$ cat src/rtl/uart_pkg.sv
// Shared definitions for the UART transmit arbiter.
//   state_e          : arbiter FSM states, 3-bit encoding, IDLE = 0
//   DefStartTimeout  : default cycles allowed from Send rising to TxActive rising
//   DefGuardCycles   : default idle cycles between Send falling and the next grant
//   clog2()          : ceiling log2 for sizing index and counter fields
package uart_pkg;

    typedef enum logic [2:0] {
        IDLE    = 3'd0,
        LAUNCH  = 3'd1,
        RUN     = 3'd2,
        RELEASE = 3'd3,
        GUARD   = 3'd4
    } state_e;

    localparam int DefStartTimeout = 64;
    localparam int DefGuardCycles  = 2;

    function automatic int clog2(input int value);
        int result;
        int rem;
        result = 0;
        rem    = value - 1;
        while (rem > 0) begin
            result = result + 1;
            rem    = rem >> 1;
        end
        return result;
    endfunction

endpackage

$ cat src/rtl/uart_tx_arbiter_rr_select.sv
// Combinational round-robin selector.
//   req_i   : per-requester pending flags
//   ptr_i   : index with highest priority this arbitration
//   grant_o : one-hot of the selected requester (all zero when nothing pending)
//   idx_o   : binary index of the selected requester
module rr_select
    import uart_pkg::*;
#(
    parameter  int NumReq = 4,
    localparam int IdxW   = clog2(NumReq)
) (
    input  logic [NumReq-1:0] req_i,
    input  logic [IdxW-1:0]   ptr_i,
    output logic [NumReq-1:0] grant_o,
    output logic [IdxW-1:0]   idx_o
);

    logic [2*NumReq-1:0] req_dbl;
    logic                found;

    // Doubling the vector turns the wrap-around search into a plain upward scan
    // starting at the pointer.
    assign req_dbl = {req_i, req_i};

    always_comb begin
        found = 1'b0;
        idx_o = '0;
        for (int i = 0; i < 2 * NumReq; i++) begin
            if (!found && (i >= int'(ptr_i)) && req_dbl[i]) begin
                found = 1'b1;
                idx_o = IdxW'(i % NumReq);
            end
        end
        grant_o = found ? (NumReq'(1) << idx_o) : '0;
    end

endmodule

$ cat src/rtl/uart_tx_arbiter.sv
// Round-robin arbiter/sequencer sharing one UART transmit path between requesters.
//   Clock, ResetN : system clock, asynchronous active-low reset
//   ReqValid      : per-requester byte pending
//   ReqData       : requester i byte at [i*DataWidth +: DataWidth]
//   ReqAck        : one-cycle capture strobe for the granted requester
//   TxActive      : serializer active flag
//   TxDone        : serializer done flag
//   Send          : level to serializer, high for one frame
//   TxData        : captured byte, stable while Send is high
//   GrantId       : current or last granted requester
//   Busy          : FSM outside IDLE
//   Timeout       : one-cycle pulse on start-timeout abort
module uart_tx_arbiter
    import uart_pkg::*;
#(
    parameter  int NumReq       = 4,
    parameter  int DataWidth    = 8,
    parameter  int StartTimeout = DefStartTimeout,
    parameter  int GuardCycles  = DefGuardCycles,
    localparam int IdxW         = clog2(NumReq)
) (
    input  logic                        Clock,
    input  logic                        ResetN,
    input  logic [NumReq-1:0]           ReqValid,
    input  logic [NumReq*DataWidth-1:0] ReqData,
    output logic [NumReq-1:0]           ReqAck,
    input  logic                        TxActive,
    input  logic                        TxDone,
    output logic                        Send,
    output logic [DataWidth-1:0]        TxData,
    output logic [IdxW-1:0]             GrantId,
    output logic                        Busy,
    output logic                        Timeout
);

    localparam int TCntW     = clog2(StartTimeout) + 1;
    localparam int GCntW     = clog2(GuardCycles + 1) + 1;
    localparam int GuardLast = (GuardCycles > 0) ? GuardCycles - 1 : 0;
    localparam state_e AfterFrame = (GuardCycles == 0) ? IDLE : GUARD;

    state_e               state_q;
    logic                 send_q;
    logic [DataWidth-1:0] data_q;
    logic [IdxW-1:0]      grant_q;
    logic [NumReq-1:0]    ack_q;
    logic                 timeout_q;
    logic [IdxW-1:0]      ptr_q;
    logic [IdxW-1:0]      ptr_d;
    logic [TCntW-1:0]     tcnt_q;
    logic [GCntW-1:0]     gcnt_q;

    logic [NumReq-1:0]    sel_onehot;
    logic [IdxW-1:0]      sel_idx;

    rr_select #(
        .NumReq (NumReq)
    ) u_rr_select (
        .req_i   (ReqValid),
        .ptr_i   (ptr_q),
        .grant_o (sel_onehot),
        .idx_o   (sel_idx)
    );

    // Priority moves to the requester just after the last grant, whether the
    // frame completed or was aborted.
    assign ptr_d = (grant_q == IdxW'(NumReq - 1)) ? '0 : grant_q + 1'b1;

    always_ff @(posedge Clock or negedge ResetN) begin
        if (!ResetN) begin
            state_q   <= IDLE;
            send_q    <= 1'b0;
            data_q    <= '0;
            grant_q   <= '0;
            ack_q     <= '0;
            timeout_q <= 1'b0;
            ptr_q     <= '0;
            tcnt_q    <= '0;
            gcnt_q    <= '0;
        end else begin
            ack_q     <= '0;
            timeout_q <= 1'b0;
            case (state_q)
                IDLE: begin
                    if (|ReqValid) begin
                        data_q  <= ReqData[int'(sel_idx)*DataWidth +: DataWidth];
                        grant_q <= sel_idx;
                        ack_q   <= sel_onehot;
                        send_q  <= 1'b1;
                        tcnt_q  <= '0;
                        state_q <= LAUNCH;
                    end
                end
                LAUNCH: begin
                    if (TxActive) begin
                        state_q <= RUN;
                    end else if (tcnt_q == TCntW'(StartTimeout - 1)) begin
                        // Serializer never started: abandon the frame.
                        send_q    <= 1'b0;
                        timeout_q <= 1'b1;
                        ptr_q     <= ptr_d;
                        gcnt_q    <= '0;
                        state_q   <= AfterFrame;
                    end else begin
                        tcnt_q <= tcnt_q + 1'b1;
                    end
                end
                RUN: begin
                    if (TxDone && !TxActive) begin
                        send_q  <= 1'b0;
                        state_q <= RELEASE;
                    end
                end
                RELEASE: begin
                    ptr_q   <= ptr_d;
                    gcnt_q  <= '0;
                    state_q <= AfterFrame;
                end
                GUARD: begin
                    if (gcnt_q == GCntW'(GuardLast)) begin
                        state_q <= IDLE;
                    end else begin
                        gcnt_q <= gcnt_q + 1'b1;
                    end
                end
                default: begin
                    send_q  <= 1'b0;
                    state_q <= IDLE;
                end
            endcase
        end
    end

    assign Send    = send_q;
    assign TxData  = data_q;
    assign GrantId = grant_q;
    assign ReqAck  = ack_q;
    assign Timeout = timeout_q;
    assign Busy    = (state_q != IDLE);

endmodule
$ cat config.mk
export PLATFORM = sky130hd
export DESIGN_NAME = uart_tx_arbiter
export DESIGN_NICKNAME = d
export VERILOG_FILES = /design/src/rtl/uart_pkg.sv /design/src/rtl/uart_tx_arbiter_rr_select.sv /design/src/rtl/uart_tx_arbiter.sv
export SDC_FILE = /design/constraint.sdc
export NUM_CORES = 1
export LEC_CHECK = 0
export BUFFER_PORTS_ARGS = -buffer_cell sky130_fd_sc_hd__buf_2
export CAP_MARGIN = 20
export CORE_MARGIN = 10
export CORE_UTILIZATION = 30
export CTS_CLUSTER_SIZE = 24
export DETAILED_ROUTE_END_ITERATION = 8
export PLACE_DENSITY = 0.54
export SYNTH_ARGS = -nofsm -noshare
export SYNTH_HDL_FRONTEND = slang
export SYNTH_HIERARCHICAL = 1
export SYNTH_SLANG_ARGS = --single-unit
$ cat constraint.sdc
create_clock -name Clock -period 2.6 [get_ports Clock]
set_input_delay 0.52 -clock Clock [delete_from_list [all_inputs] [get_ports Clock]]
set_output_delay 0.52 -clock Clock [all_outputs]
set_load 0.05 [all_outputs]
======== Yosys cells after proc, flatten, opt, wreduce, memory -nomap -nowiden ========
Cells that the tools add are included.
word-level totals
  flip-flop bits (word level) ............. 31
  bits of input ports ..................... 40
  output and inout bits ................... 17
  logic and storage cells ................. 109
cells by class
  $add $sub $neg .......................... 3
  order comparisons ....................... 3
  eq/ne operators ......................... 15
  shift-type cells ........................ 2
  muxes and demuxes ....................... 44
  bitwise operators ....................... 1
  reductions and logical operators ........ 32
operator list
  cell                                                                    number
  32-bit by 6-bit indexed part select with 8-bit output                   1
  3-bit two-way mux                                                       8
  7-bit two-way mux                                                       3
  2-bit two-way mux                                                       9
  1-bit two-way mux                                                       16
  3-bit case mux with 5 select lines                                      1
  2-bit inequality test (second input constant)                           7
  7-bit case mux with 2 select lines                                      1
  4-bit two-way mux                                                       3
  4-bit AND reduction                                                     3
  1-bit logical AND                                                       11
  3-bit case mux with 3 select lines                                      1
  1-bit zero test                                                         8
  7-bit by 1-bit adder with 7-bit output (second input constant)          1
  7-bit by 6-bit equality test with 1-bit output (second input constant)  1
  3-bit by 1-bit equality test with 1-bit output (second input constant)  2
  3-bit by 2-bit equality test with 1-bit output (second input constant)  2
  3-bit nonzero test                                                      2
  5-bit AND reduction                                                     1
  1-bit by 2-bit >= comparator with 1-bit output (first input constant)   2
  1-bit case mux with 4 select lines                                      1
  2-bit case mux with 2 select lines                                      1
  2-bit nonzero test                                                      2
  4-bit OR reduction                                                      1
  12 further kinds                                                        12

======== Logic depth before layout (Yosys ltp) ========
  word-level depth ........................ 30
  depth in mapped cells ................... 7

======== Cells and area by module ========
Netlist, hierarchy kept.
modules (own cells, without submodules)
  module           instances  cells an instance  area an instance (um^2)
  uart_tx_arbiter  1          134                1635.3
  rr_select        1          31                 197.7

======== Least setup slack after synthesis ========
OpenSTA, ideal clock, no wires.
  kind .................................... input to register
  start ................................... input port ReqValid[2]
  end ..................................... register data_q[0], in the netlist TxData[0]
  library setup time ...................... 0.125 ns
  arrival ................................. 2.114 ns
  data required time ...................... 2.475 ns
  setup slack ............................. 0.361 ns
  stages .................................. 7
  path through ............................ clkbuf_2 > mux2i_1 > nor2_1 > a311oi_1 > buf_2 > mux4_2 > mux2_4
between the ends
  word-level cells in the longest chain between the ends .. 18
ends and longest elaborated chain
  element                                                    RTL line                         source
  from (decl)                                                uart_tx_arbiter.sv:24            input logic [NumReq-1:0] ReqValid,
  1-bit logical AND                                          uart_tx_arbiter_rr_select.sv:29  if (!found && (i >= int'(ptr_i)) && req_dbl[i]) begin
  1-bit two-way mux                                          uart_tx_arbiter_rr_select.sv:29
  1-bit zero test                                            uart_tx_arbiter_rr_select.sv:29
  1-bit logical AND                                          uart_tx_arbiter_rr_select.sv:29
  1-bit two-way mux                                          uart_tx_arbiter_rr_select.sv:29
  1-bit zero test                                            uart_tx_arbiter_rr_select.sv:29
  1-bit logical AND                                          uart_tx_arbiter_rr_select.sv:29
  1-bit two-way mux                                          uart_tx_arbiter_rr_select.sv:29
  [... 3 more ...]                                           --
  1-bit zero test                                            uart_tx_arbiter_rr_select.sv:29
  1-bit logical AND                                          uart_tx_arbiter_rr_select.sv:29
  1-bit two-way mux                                          uart_tx_arbiter_rr_select.sv:29
  1-bit zero test                                            uart_tx_arbiter_rr_select.sv:29
  1-bit logical AND                                          uart_tx_arbiter_rr_select.sv:29
  2-bit two-way mux (*)                                      uart_tx_arbiter_rr_select.sv:29
  via sel_idx[0]                                             uart_tx_arbiter.sv:53            logic [IdxW-1:0] sel_idx;
  32-bit by 6-bit indexed part select with 8-bit output (*)  uart_tx_arbiter.sv:85            data_q <= ReqData[int'(sel_idx)*DataWidth +: DataWidth];
  to (signal assigned)                                       uart_tx_arbiter.sv:85
  to (decl)                                                  uart_tx_arbiter.sv:43            logic [DataWidth-1:0] data_q;
The timed path passes the listed nets; every way through them passes the cells marked *.
A chain may end at the register's enable or synchronous reset.

======== Worst setup path after layout ========
  start ................................... register ptr_q[1]
  end ..................................... register data_q[2], in the netlist TxData[2]
between the ends
  word-level cells in the longest chain between the ends .. 27
ends and longest elaborated chain
  element                                                    RTL line                         source
  from (decl)                                                uart_tx_arbiter.sv:47            logic [IdxW-1:0] ptr_q;
  from (signal assigned)                                     uart_tx_arbiter.sv:100           ptr_q <= ptr_d;
  from (signal assigned)                                     uart_tx_arbiter.sv:114           ptr_q <= ptr_d;
  1-bit by 2-bit >= comparator with 1-bit output             uart_tx_arbiter_rr_select.sv:29
  1-bit logical AND                                          uart_tx_arbiter_rr_select.sv:29
  1-bit two-way mux                                          uart_tx_arbiter_rr_select.sv:29
  1-bit zero test                                            uart_tx_arbiter_rr_select.sv:29
  1-bit logical AND (2 in a row)                             uart_tx_arbiter_rr_select.sv:29
  1-bit two-way mux                                          uart_tx_arbiter_rr_select.sv:29
  1-bit zero test                                            uart_tx_arbiter_rr_select.sv:29
  1-bit logical AND (2 in a row)                             uart_tx_arbiter_rr_select.sv:29
  [... 10 more ...]                                          --
  1-bit zero test                                            uart_tx_arbiter_rr_select.sv:29
  1-bit logical AND                                          uart_tx_arbiter_rr_select.sv:29
  1-bit two-way mux                                          uart_tx_arbiter_rr_select.sv:29
  1-bit zero test                                            uart_tx_arbiter_rr_select.sv:29
  1-bit logical AND                                          uart_tx_arbiter_rr_select.sv:29
  2-bit two-way mux (*)                                      uart_tx_arbiter_rr_select.sv:29
  via sel_idx[0]                                             uart_tx_arbiter.sv:53
  32-bit by 6-bit indexed part select with 8-bit output (*)  uart_tx_arbiter.sv:85
Marks and branches as above.

==> flow_summary.toml <==
[clock_tree]
cts.repair.resized = 0
ctsHoldBuffers = 0
cts_tree = "built"
cts_setup_buffers = 0
root_buffer = "clkbuf_8"
clk_latency_ns = 0.28
numClockSinks = 31
clk_pin_slew_ns = 0.07
h-tree-depth = 2
numCtsBuffers = 5
max-clock-path-buffers = 2

[synthesis]
ys_ff_latch = 31
yosysUniqueCellTypes = 51
syn_area_per_cell_sq_um = 11.1
yosysTopAreaCellShare_pct = 42.3
yosysMostFrequentCell = "dfrtp_1"
synth.largest_area_cell = "dfrtp_1"
synth_fp_nets = 209
synth_ff_type = "dfrtp_1"
async_reset_ff_share_pct = 100
synthesis.area_sq_mm = 0.00183
yosysSeqAreaShare_pct = 42.3
synth_area_leaders = "dfrtp_1 (42%), mux4_2 (9.8%), mux2_4 (6.6%)"
synthCells = 165
yosys_warnings = 6
synth_edf_count = 0
synth_commonest_cells = "dfrtp_1 (31), nor2_1 (14), inv_1 (11)"

[worst_setup_path]
worst_setup_path_end_kind = "flip-flop"
reg2reg_from = "ptr_q[1]"
cp_cell_sequence = "mux2i_1, nor2_1, a311oi_2, buf_4, mux4_2, mux2_2"
critPathMaxFanout = 9
r2r_end = "TxData[2]"
cp.required_ns = 2.77
worstRegToRegCells = 6
slowest_stage = "mux4_2"
cp-start-kind = "flip-flop"
cpPeakStageDelay_ns = 0.52
reg2reg_slack_ns = 0.52
critPathKind = "reg2reg"
crit_arrival_ns = 2.25

[flow_run]
drv_cap = 0

[timing]
hold_viol = 0
max_slew_margin_pct = 54.3
fin_crit_sh_pct = 80.0
fin_ws_ns = 0.520
maxSlewViolCount = 0
finalSetupViolCount = 0
worst-slew-pin-transition_ns = 0.685
holdWs_ns = 0.274
grt_setup_unrepaired = "no"
post-route-min-period_ns = 2.08
finClkSkew_ns = 0.00817
fin_tns_setup_ns = 0
fmax_mhz = 481

[floorplan]
io_pins = 57
rows = 28
chipWidth_um = 98.2
die_y_um = 98.2
initial_core_util_pct = 31.0
core_area_sq_mm = 0.00592
dieArea_sq_mm = 0.00964

[finish]
syn_to_final_growth_pct = 24.8
antenna_cells = 0
nFillCells = 575
final_core_util_pct = 38.7
layout.nets = 264
drive_gt1_share_pct = 42.1
multi_input_area_sq_um = 945
seq_area_sq_um = 776

[global_routing]
grt_max_degree = 32
grt-ovfl-total = 0
grt_usage_pct = 9.17
antenna_found_initial = 0
grt_first_pass_wirelength_um = 7420
grt_pass1_vias = 1614

[placement]
place.gp.congestion = 0.722
hpwl_um = 3310
dp_slack_ns = 0.284
numPortBuffers = 56

[drt]
first_pass_iters = 4
via_per_inst = 4.82
drt_first_iter_violations = 75
drt-total-wl_um = 4280
drt-wirelength-per-cell_um = 14.5
ant_nets = 0
vias = 1428
drcViolationCount = 0

[pwr]
pwr_density_cell_mw_per_mm2 = 1200
power_frac_seq_pct = 29.3
cellLeakagePower_nw = 1.10
p_sw_share_pct = 42.9
p_switching_mw = 1.17
p_comb_share_pct = 52.7
vdd_drop_max_v = 0.000577
pwr-share-clk_pct = 18.0
internal_power_mw = 1.56

[status]
run_status = "finished clean"

[hold_path]
hold_class = "in2async"
## power groups by stage
| stage | clock network (mW) | registers, mW | logic, mW |
|---|---|---|---|
| CTS | 0.505 | 0.807 | 1.47 |
| floorplan | 0 | 1.12 | 0.851 |
| global route | 0.526 | 0.835 | 1.59 |
| detailed placement | 0 | 0.808 | 1.47 |
| global placement | 0 | 0.806 | 1.45 |
| finish | 0.492 | 0.804 | 1.44 |
## cells by family (layout without fill, tap and decap cells)
logic type / count (synthesis) / count (layout) / share of synthesized area, %
simple gates: 50 / 50 / 14.9
compound gates: 36 / 36 / 13.8
flops: 31 / 31 / 42.3
buf+inv: 22 / 78 / 6.48
mux: 21 / 21 / 19.3
fa+ha+maj: 4 / 4 / 2.73
xor+xnor: 1 / 1 / 0.478
## stage by stage
step	power (mW)	instance area, sq um	std cells
2_1_floorplan	1.97	1830	165
3_3_place_gp	2.26	2170	288
3_5_place_dp	2.28	2170	288
4_1_cts	2.78	2290	296
5_1_grt	2.95	2290	296
6_report	2.74	2290	296
## worst max path at each step
stage	depth (start not counted)	to	slack (ns)	start
4_1_cts	6	TxData[2]	0.50	ptr_q[1]
3_3_place_gp	7	TxData[1]	0.33	ReqValid[0]
6_report	6	TxData[2]	0.52	ptr_q[1]
2_1_floorplan	7	TxData[0]	0.36	ReqValid[2]
5_1_grt	6	TxData[2]	0.37	ptr_q[1]
3_5_place_dp	7	TxData[2]	0.28	ReqValid[0]
## cell usage in the layout, fill, tap and decap left out, drive strengths merged, types with 3 or more instances in the layout
cell type / count
buf: 59
dfrtp: 31
nor2: 14
inv: 11
mux2: 11
o21ai: 10
nand3: 9
mux4: 8
a21oi: 6
clkbuf: 6
nand2: 5
ha: 4
nand2b: 3
## critical path: cells and delay by family (launching register included)
kind,cells,cell delay (ns)
simple gates,1,0.06
mux,3,0.99
buf+inv,1,0.25
flops,1,0.41
compound gates,1,0.24
## layout make-up
class | count | share of cell area, %
inverter | 11 | 1.80
clock buffer | 6 | 3.61
multi-input combinational | 112 | 41.3
tap | 75 | 4.10
clock inverter | 2 | 1.53
sequential | 31 | 33.9
timing repair buffer | 59 | 13.8
## sequential cells by signal (all words and copies together) (netlist names)
name     flops
TxData       8
tcnt_q       7
ReqAck       4
gcnt_q       3
state_q      3
GrantId      2
ptr_q        2
Send         1
Timeout      1
## per-layer routing
layer | share of wire, % | vias up | routed length [um] | global-route usage (%)
li1 | - | 711 | - | -
met1 | 48 | 662 | 2060 | 11.1
met2 | 42 | 50 | 1790 | 13.9
met3 | 8.4 | 5 | 358 | 3.81
met4 | 1.7 | 0 | 71 | 3.97
met5 | 0 | - | 0 | 0
Power figures use the tool's default switching activity.
